==> config.mk <==
export PLATFORM = sky130hd
export DESIGN_NAME = ifetch_buffer_flat
export DESIGN_NICKNAME = d
export VERILOG_FILES = /design/src/rtl/ifb_pkg.sv /design/src/rtl/ifetch_buffer_if.sv /design/src/rtl/ifb_fifo.sv /design/src/rtl/ifetch_buffer.sv /design/src/flat_wrapper.sv
export SDC_FILE = /design/constraint.sdc
export NUM_CORES = 1
export LEC_CHECK = 0
export CORE_ASPECT_RATIO = 1.1
export CORE_MARGIN = 5
export CORE_UTILIZATION = 52
export CTS_BUF_LIST = sky130_fd_sc_hd__clkbuf_16
export CTS_CLUSTER_DIAMETER = 60
export DETAILED_ROUTE_END_ITERATION = 8
export PLACE_DENSITY = 0.76
export RECOVER_POWER = 100
export SETUP_SLACK_MARGIN = 0.05
export SLEW_MARGIN = 5
export SYNTH_ARGS = -nofsm -noshare
export SYNTH_HDL_FRONTEND = slang
export SYNTH_SLANG_ARGS = --single-unit
==> constraint.sdc <==
create_clock -name clk -period 4.6 [get_ports clk]
set_input_delay 0.92 -clock clk [delete_from_list [all_inputs] [get_ports clk]]
set_output_delay 0.92 -clock clk [all_outputs]
set_load 0.01 [all_outputs]
==> src/rtl/ifb_pkg.sv <==
`default_nettype none
// +--------------------------------------------------------------------+
// | Module   : ifb_pkg                                                 |
// | Desc     : Shared types and constants for the instruction prefetch |
// |            buffer (FIFO entry, FSM states, word increment).        |
// | Revision : 1.0                                                     |
// +--------------------------------------------------------------------+
package ifb_pkg;

    localparam logic [29:0] WORD_INC = 30'd1;

    typedef struct packed {
        logic [29:0] addr;
        logic [31:0] instr;
    } fetch_entry_t;

    typedef enum logic [1:0] {
        IDLE = 2'd0,
        WAIT = 2'd1,
        DROP = 2'd2
    } fsm_state_t;

endpackage
`default_nettype wire

==> src/rtl/ifetch_buffer_if.sv <==
`default_nettype none
// +--------------------------------------------------------------------+
// | Module   : ifetch_buffer_if                                        |
// | Desc     : Core-side fetch port and ROM-side request port of the   |
// |            prefetch buffer.                                        |
// | Revision : 1.0                                                     |
// +--------------------------------------------------------------------+
interface ifetch_buffer_if;

    logic [31:0] core_addr;
    logic        core_ack;
    logic [31:0] core_data;
    logic        core_valid;
    logic        mem_req;
    logic [31:0] mem_addr;
    logic        mem_valid;
    logic [31:0] mem_data;

    // Environment side: the core and the instruction ROM
    modport master (
        output core_addr, core_ack, mem_valid, mem_data,
        input  core_data, core_valid, mem_req, mem_addr
    );

    // Buffer side
    modport slave (
        input  core_addr, core_ack, mem_valid, mem_data,
        output core_data, core_valid, mem_req, mem_addr
    );

endinterface
`default_nettype wire

==> src/rtl/ifb_fifo.sv <==
`default_nettype none
// +--------------------------------------------------------------------+
// | Module   : ifb_fifo                                                |
// | Desc     : Power-of-two FIFO of fetch entries with synchronous     |
// |            clear and same-cycle push/pop.                          |
// | Revision : 1.0                                                     |
// +--------------------------------------------------------------------+
module ifb_fifo
    import ifb_pkg::*;
#(
    parameter  int DEPTH = 4,
    localparam int PTR_W = $clog2(DEPTH),
    localparam int CNT_W = PTR_W + 1
) (
    input  logic             clk,
    input  logic             reset_n,
    input  logic             clear_i,
    input  logic             push_i,
    input  fetch_entry_t     push_data_i,
    input  logic             pop_i,
    output fetch_entry_t     head_o,
    output logic [CNT_W-1:0] count_o,
    output logic             empty_o,
    output logic             full_o
);

    fetch_entry_t     mem_q [DEPTH];
    logic [PTR_W-1:0] wr_ptr_q, wr_ptr_d;
    logic [PTR_W-1:0] rd_ptr_q, rd_ptr_d;
    logic [CNT_W-1:0] count_q, count_d;

    always_comb begin
        wr_ptr_d = wr_ptr_q;
        rd_ptr_d = rd_ptr_q;
        count_d  = count_q;
        if (clear_i) begin
            wr_ptr_d = '0;
            rd_ptr_d = '0;
            count_d  = '0;
        end else begin
            if (push_i) begin
                wr_ptr_d = wr_ptr_q + 1'b1;
            end
            if (pop_i) begin
                rd_ptr_d = rd_ptr_q + 1'b1;
            end
            case ({push_i, pop_i})
                2'b10:   count_d = count_q + 1'b1;
                2'b01:   count_d = count_q - 1'b1;
                default: count_d = count_q;
            endcase
        end
    end

    always_ff @(posedge clk or negedge reset_n) begin
        if (!reset_n) begin
            wr_ptr_q <= '0;
            rd_ptr_q <= '0;
            count_q  <= '0;
        end else begin
            wr_ptr_q <= wr_ptr_d;
            rd_ptr_q <= rd_ptr_d;
            count_q  <= count_d;
        end
    end

    // Storage needs no reset: the head is only observed while count is non-zero
    always_ff @(posedge clk) begin
        if (push_i && !clear_i) begin
            mem_q[wr_ptr_q] <= push_data_i;
        end
    end

    assign head_o  = mem_q[rd_ptr_q];
    assign count_o = count_q;
    assign empty_o = (count_q == '0);
    assign full_o  = (count_q == CNT_W'(DEPTH));

endmodule
`default_nettype wire

==> src/rtl/ifetch_buffer.sv <==
`default_nettype none
// +--------------------------------------------------------------------+
// | Module   : ifetch_buffer                                           |
// | Desc     : Sequential instruction prefetcher between a core and a  |
// |            variable-latency ROM; flushes on PC discontinuity.      |
// |            Define IFB_STATS_EN to add hit/flush counters.          |
// | Revision : 1.0                                                     |
// +--------------------------------------------------------------------+
module ifetch_buffer
    import ifb_pkg::*;
#(
    parameter int          DEPTH      = 4,
    parameter logic [31:0] RESET_ADDR = 32'h0000_0000
) (
    input  logic           clk,
    input  logic           reset_n,
    ifetch_buffer_if.slave bus
`ifdef IFB_STATS_EN
    ,
    output logic [31:0]    stat_hits,
    output logic [31:0]    stat_flushes
`endif
);

    localparam int               CNT_W      = $clog2(DEPTH) + 1;
    localparam logic [CNT_W-1:0] DEPTH_CNT  = CNT_W'(DEPTH);
    localparam logic [29:0]      RESET_WORD = RESET_ADDR[31:2];

    fsm_state_t       state_q, state_d;
    logic [29:0]      fetch_addr_q, fetch_addr_d;
    logic [29:0]      pending_q, pending_d;
    logic [29:0]      mem_word_q, mem_word_d;
    logic             mem_req_q, mem_req_d;

    fetch_entry_t     head;
    fetch_entry_t     push_entry;
    logic [CNT_W-1:0] count;
    logic             empty;
    logic             fifo_full_unused;
    logic             hit;
    logic             miss;
    logic             push;
    logic             pop;
    logic [29:0]      core_word;
    logic [29:0]      expected_addr;
    logic             unused_core_lsb;

    assign core_word       = bus.core_addr[31:2];
    assign unused_core_lsb = ^bus.core_addr[1:0];

    // While a request is in flight, the address it will deliver is the one to compare against
    always_comb begin
        hit           = !empty && (head.addr == core_word);
        expected_addr = (state_q == WAIT) ? pending_q : fetch_addr_q;
        miss          = empty ? (expected_addr != core_word) : !hit;
        pop           = hit && bus.core_ack;
    end

    always_comb begin
        state_d      = state_q;
        fetch_addr_d = fetch_addr_q;
        pending_d    = pending_q;
        mem_word_d   = mem_word_q;
        mem_req_d    = 1'b0;
        push         = 1'b0;

        if (miss) begin
            fetch_addr_d = core_word;
        end

        case (state_q)
            IDLE: begin
                if (!miss && (count < DEPTH_CNT)) begin
                    mem_req_d  = 1'b1;
                    mem_word_d = fetch_addr_q;
                    pending_d  = fetch_addr_q;
                    state_d    = WAIT;
                end
            end
            WAIT: begin
                if (bus.mem_valid) begin
                    state_d = IDLE;
                    if (!miss) begin
                        push         = 1'b1;
                        fetch_addr_d = fetch_addr_q + WORD_INC;
                    end
                end else if (miss) begin
                    state_d = DROP;
                end
            end
            DROP: begin
                if (bus.mem_valid) begin
                    state_d = IDLE;
                end
            end
            default: state_d = IDLE;
        endcase
    end

    always_ff @(posedge clk or negedge reset_n) begin
        if (!reset_n) begin
            state_q      <= IDLE;
            fetch_addr_q <= RESET_WORD;
            pending_q    <= RESET_WORD;
            mem_word_q   <= '0;
            mem_req_q    <= 1'b0;
        end else begin
            state_q      <= state_d;
            fetch_addr_q <= fetch_addr_d;
            pending_q    <= pending_d;
            mem_word_q   <= mem_word_d;
            mem_req_q    <= mem_req_d;
        end
    end

    assign push_entry = '{addr: pending_q, instr: bus.mem_data};

    ifb_fifo #(
        .DEPTH (DEPTH)
    ) u_fifo (
        .clk         (clk),
        .reset_n     (reset_n),
        .clear_i     (miss),
        .push_i      (push),
        .push_data_i (push_entry),
        .pop_i       (pop),
        .head_o      (head),
        .count_o     (count),
        .empty_o     (empty),
        .full_o      (fifo_full_unused)
    );

    assign bus.core_valid = hit;
    assign bus.core_data  = hit ? head.instr : 32'h0;
    assign bus.mem_req    = mem_req_q;
    assign bus.mem_addr   = {mem_word_q, 2'b00};

`ifdef IFB_STATS_EN
    logic [31:0] stat_hits_q;
    logic [31:0] stat_flushes_q;

    always_ff @(posedge clk or negedge reset_n) begin
        if (!reset_n) begin
            stat_hits_q    <= '0;
            stat_flushes_q <= '0;
        end else begin
            if (pop && (stat_hits_q != 32'hFFFF_FFFF)) begin
                stat_hits_q <= stat_hits_q + 32'd1;
            end
            if (miss && (stat_flushes_q != 32'hFFFF_FFFF)) begin
                stat_flushes_q <= stat_flushes_q + 32'd1;
            end
        end
    end

    assign stat_hits    = stat_hits_q;
    assign stat_flushes = stat_flushes_q;
`endif

endmodule
`default_nettype wire

==> src/flat_wrapper.sv <==
// flat-port wrapper written by rule: the top's interface ports become plain ports
module ifetch_buffer_flat import ifb_pkg::*;
#(
    parameter int          DEPTH      = 4,
    parameter logic [31:0] RESET_ADDR = 32'h0000_0000
)
  (clk, reset_n, bus_core_addr, bus_core_ack, bus_mem_valid, bus_mem_data, bus_core_data, bus_core_valid, bus_mem_req, bus_mem_addr);
  ifetch_buffer_if bus_i ();
  input  logic clk;
  input  logic reset_n;
  input wire logic [$bits(bus_i.core_addr)-1:0] bus_core_addr;
  input wire logic [$bits(bus_i.core_ack)-1:0] bus_core_ack;
  input wire logic [$bits(bus_i.mem_valid)-1:0] bus_mem_valid;
  input wire logic [$bits(bus_i.mem_data)-1:0] bus_mem_data;
  output wire logic [$bits(bus_i.core_data)-1:0] bus_core_data;
  output wire logic [$bits(bus_i.core_valid)-1:0] bus_core_valid;
  output wire logic [$bits(bus_i.mem_req)-1:0] bus_mem_req;
  output wire logic [$bits(bus_i.mem_addr)-1:0] bus_mem_addr;
  assign bus_i.core_addr = bus_core_addr;
  assign bus_i.core_ack = bus_core_ack;
  assign bus_i.mem_valid = bus_mem_valid;
  assign bus_i.mem_data = bus_mem_data;
  assign bus_core_data = bus_i.core_data;
  assign bus_core_valid = bus_i.core_valid;
  assign bus_mem_req = bus_i.mem_req;
  assign bus_mem_addr = bus_i.mem_addr;
  ifetch_buffer #(.DEPTH(DEPTH), .RESET_ADDR(RESET_ADDR)) u_core (.clk(clk), .reset_n(reset_n), .bus(bus_i));
endmodule
==> flow_summary_export.csv <==
group,metric,value,unit
global_route,antenna_found_initial,0,
sta,max_freq,0.216,GHz
logic_synthesis,synth_edf_count,248,
logic_synthesis,synth-seq-area-share,64.9,%
floorplan,num_rows,63,
floorplan,core,27000,µm²
cts,clock_sinks,318,
critical_path,worstSetupPathType,"register to primary output",
floorplan,ios,134,
drt,drc,0,
global_route,grt_pass1_vias,8739,
cts,cts.path.max_buffers,3,
drt,drt-initial-drc-count,705,
critical_path,arrival,3710,ps
cts,cts-root-buf,"clkbuf_16",
sta,slew_headroom,-24.6,%
cts,cts_tree,"yes",
sta,postLayoutSetupSlackWorst,-29.1,ps
pwr,power.density,340,nW/µm²
cells_and_area,fillerInstances,1879,
worst_hold_path,hp-class,"register to register",
cells_and_area,antenna_cells,0,
placement,dp.final_hpwl,22.5,mm
floorplan,die_y,183,µm
cells_and_area,syn_to_final_growth,24.9,%
global_route,grt_max_degree,71,
cells_and_area,multi_input_area,4790,µm²
outcome,status,"finished, violations left",
sta,fin_setup_tns,-108,ps
cells_and_area,regArea,9210,µm²
placement,port_buffers,129,
cells_and_area,postLayoutCellArea,17700,µm²
logic_synthesis,syn_area,14200,µm²
cells_and_area,drive_gt1_share,26.2,%
floorplan,die_w,167,µm
cts,cts_max_level,2,
placement,pre_cts_ws,-92.4,ps
critical_path,path_max_fanout,6,
global_route,grt_first_pass_wirelength,52.0,mm
sta,maxSlewViolCount,71,
cts,cts.clk_slew.worst_paths,60,ps
cells_and_area,utilization,65.7,%
critical_path,cpPeakStageDelay,560,ps
floorplan,initial_core_util,52.6,%
global_route,grt_use_total,21.9,%
critical_path,cp-start-kind,"register",
floorplan,die_area,30700,µm²
pwr,leakage,6.92,nW
critical_path,cp_cell_sequence,"buf_12 -> mux4_2 -> xnor2_1 -> nand2_1 -> nor2_2 -> nand3_2 -> buf_6 -> or4_4 -> buf_6 -> nor2b_1 -> buf_2",
sta,worst_hold_slack,571,ps
global_route,grt_overflow,0,
sta,fin_skew,10.8,ps
job,drv_cap,1,
drt,drt-pass1-iter-count,6,
drt,drt-total-wl,34.8,mm
cts,hold_buffers,0,
sta,setup_viol,4,
cells_and_area,finalNetCount,1173,
sta,rsz0062_at_grt,"yes",
drt,ant_nets,0,
critical_path,slowest_stage,"or4_4",
sta,hold_violations,0,
drt,avgRoutedWirePerCell,23.5,µm
placement,place_area,16300,µm²
cts,clock_latency,510,ps
sta,finalCritPeriodShare,101,%
logic_synthesis,ys_types,59,
sta,tightest_slew,1870,ps
drt,routed_via_density,5.79,
logic_synthesis,syn_inst,887,
sta,min_period,4630,ps
critical_path,path_common_cell,"buf_6",
logic_synthesis,synth_seq_cells,318,
outcome,violations,"capacitance limit, slew limit, setup timing",
logic_synthesis,syn_avg_cell_area,16.0,µm²
critical_path,end_kind,"primary output",
critical_path,crit_required,3680,ps
placement,gp_congestion,0.957,
cts,cts_made_buffers,34,
logic_synthesis,synth_flop_cell,"edfxtp_1",
pwr,vdd_drop_max,0.264,mV
drt,vias,8568,
logic_synthesis,yosys_warnings,0,
logic_synthesis,synthArstFlopShare,22.0,%
where the power goes:
group | internal (mW) | switching, mW | leakage, nW
sequential | 3.10 | 0.0252 | 3.39
combinational | 0.122 | 0.124 | 2.95
clock | 1.56 | 1.09 | 0.577
metal layers:
metal | routed length [µm] | track usage, %
met4 | 804 | 5.42
met1 | 14600 | 30.9
met5 | 0 | 0
met3 | 2110 | 3.90
met2 | 17400 | 36.1
worst max-delay path: cells and delay by family, from the launching register on:
kind,cells,cell delay [ps]
xor gates and xnor gates,1,400
and+or+nand+nor,5,1140
DFF,1,490
muxes,1,510
buffers and inverters,4,630
cell families (layout without fill, tap and decap cells):
group	Yosys count	after routing	synth area share, %
other	1	2	0.0264
XOR/XNOR	77	77	4.75
AND/OR/NAND/NOR	178	179	6.70
buffers and inverters	75	309	2.54
adder cells (fa/ha/maj)	7	7	0.670
flip-flops	318	318	64.9
multiplexers	148	148	16.2
AO/OA/AOI/OAI	83	83	4.23
path summary, 6_finish.rpt:
| check | start | to | slack [ps] | cells after the start |
|---|---|---|---|---|
| setup / recovery | u_core.u_fifo.rd_ptr_q[0]$_DFFE_PN0P_ | bus_core_data[1] | -30 | 11 |
| setup reg to reg | u_core.u_fifo.rd_ptr_q[0]$_DFFE_PN0P_ | u_core.u_fifo.count_o[2]$_DFFE_PN0P_ | 210 | 19 |
| min in group asynchronous | reset_n | u_core.fetch_addr_q[7]$_DFF_PN0_ | 880 | 1 |
| hold reg to reg | u_core.fetch_addr_q[29]$_DFF_PN0_ | u_core.pending_q[29]$_DFFE_PN0P_ | 570 | 1 |
| hold / removal | u_core.fetch_addr_q[29]$_DFF_PN0_ | u_core.pending_q[29]$_DFFE_PN0P_ | 570 | 1 |
| max in group asynchronous | reset_n | u_core.u_fifo.rd_ptr_q[0]$_DFFE_PN0P_ | 2350 | 1 |
cells in the final DEF, fill, tap and decap left out, types with 8 or more instances in the layout:
master | Yosys | routed
clkbuf_16 | 0 | 36
and3_1 | 26 | 22
edfxtp_1 | 248 | 248
dlymetal6s2s_1 | 0 | 14
nand4_1 | 10 | 10
nor2b_1 | 23 | 20
clkdlybuf4s50_1 | 0 | 31
xnor2_1 | 62 | 53
nand2_1 | 47 | 42
nor2_1 | 13 | 12
mux2i_1 | 45 | 44
buf_12 | 1 | 10
buf_2 | 11 | 16
buf_4 | 5 | 63
xnor2_2 | 0 | 8
nand3_1 | 24 | 23
buf_6 | 4 | 11
a21oi_1 | 15 | 15
dfrtp_1 | 70 | 68
inv_1 | 33 | 43
o21ai_0 | 18 | 18
mux2_2 | 24 | 24
xor2_1 | 15 | 15
mux2_4 | 27 | 27
mux4_2 | 51 | 52
dlygate4sd3_1 | 0 | 64
what timing repair did:
action / 4_1_cts / 5_1_grt
gates resized for setup: 27 / 100
buffers inserted: 3 / 14
setup endpoints to repair: 33 / 32
endpoints found under the hold margin: 0 / 0
pin swaps: 2 / 12
gates cloned: 0 / 2
synth_stat cells, types with 7 or more instances:
cell | n | area, µm²
mux2_4 | 27 | 405
nor2_1 | 13 | 48.8
a21oi_1 | 15 | 75.1
xor2_1 | 15 | 131
mux4_2 | 51 | 1150
o21ai_0 | 18 | 90.1
and2_1 | 7 | 43.8
xnor2_1 | 62 | 543
nand4_1 | 10 | 62.6
dfrtp_1 | 70 | 1750
nand2_1 | 47 | 176
mux2i_1 | 45 | 450
nor3_1 | 8 | 40.0
mux2_2 | 24 | 270
nor2b_1 | 23 | 144
buf_2 | 11 | 55.1
and3_1 | 26 | 163
nand3_1 | 24 | 120
edfxtp_1 | 248 | 7450
clkbuf_1 | 17 | 63.8
inv_1 | 33 | 124
state kept, by name, indices dropped and copies added (netlist names):
signal / cells
u_core.bus.mem_req: 1
u_core.fetch_addr_q: 30
u_core.pending_q: 30
u_core.state_q: 2
u_core.u_fifo.count_o: 3
u_core.u_fifo.mem_q: 248
u_core.u_fifo.rd_ptr_q: 2
u_core.u_fifo.wr_ptr_q: 2
area by class of cell:
cell class | count | area share [%]
Clock buffer | 35 | 4.94
Clock inverter | 26 | 1.25
Inverter | 33 | 0.699
Multi-Input combinational cell | 496 | 27.0
Sequential cell | 318 | 52.0
Tap cell | 357 | 2.52
Timing Repair Buffer | 215 | 11.6
through the flow:
stage / total power, mW / cells
after global placement: 3.41 / 1400
after CTS: 6.05 / 1464
final: 6.02 / 1480
after global routing: 6.20 / 1480
after floorplan: 3.26 / 888
after detailed placement: 3.41 / 1400
(Power assumes the default switching activity.)
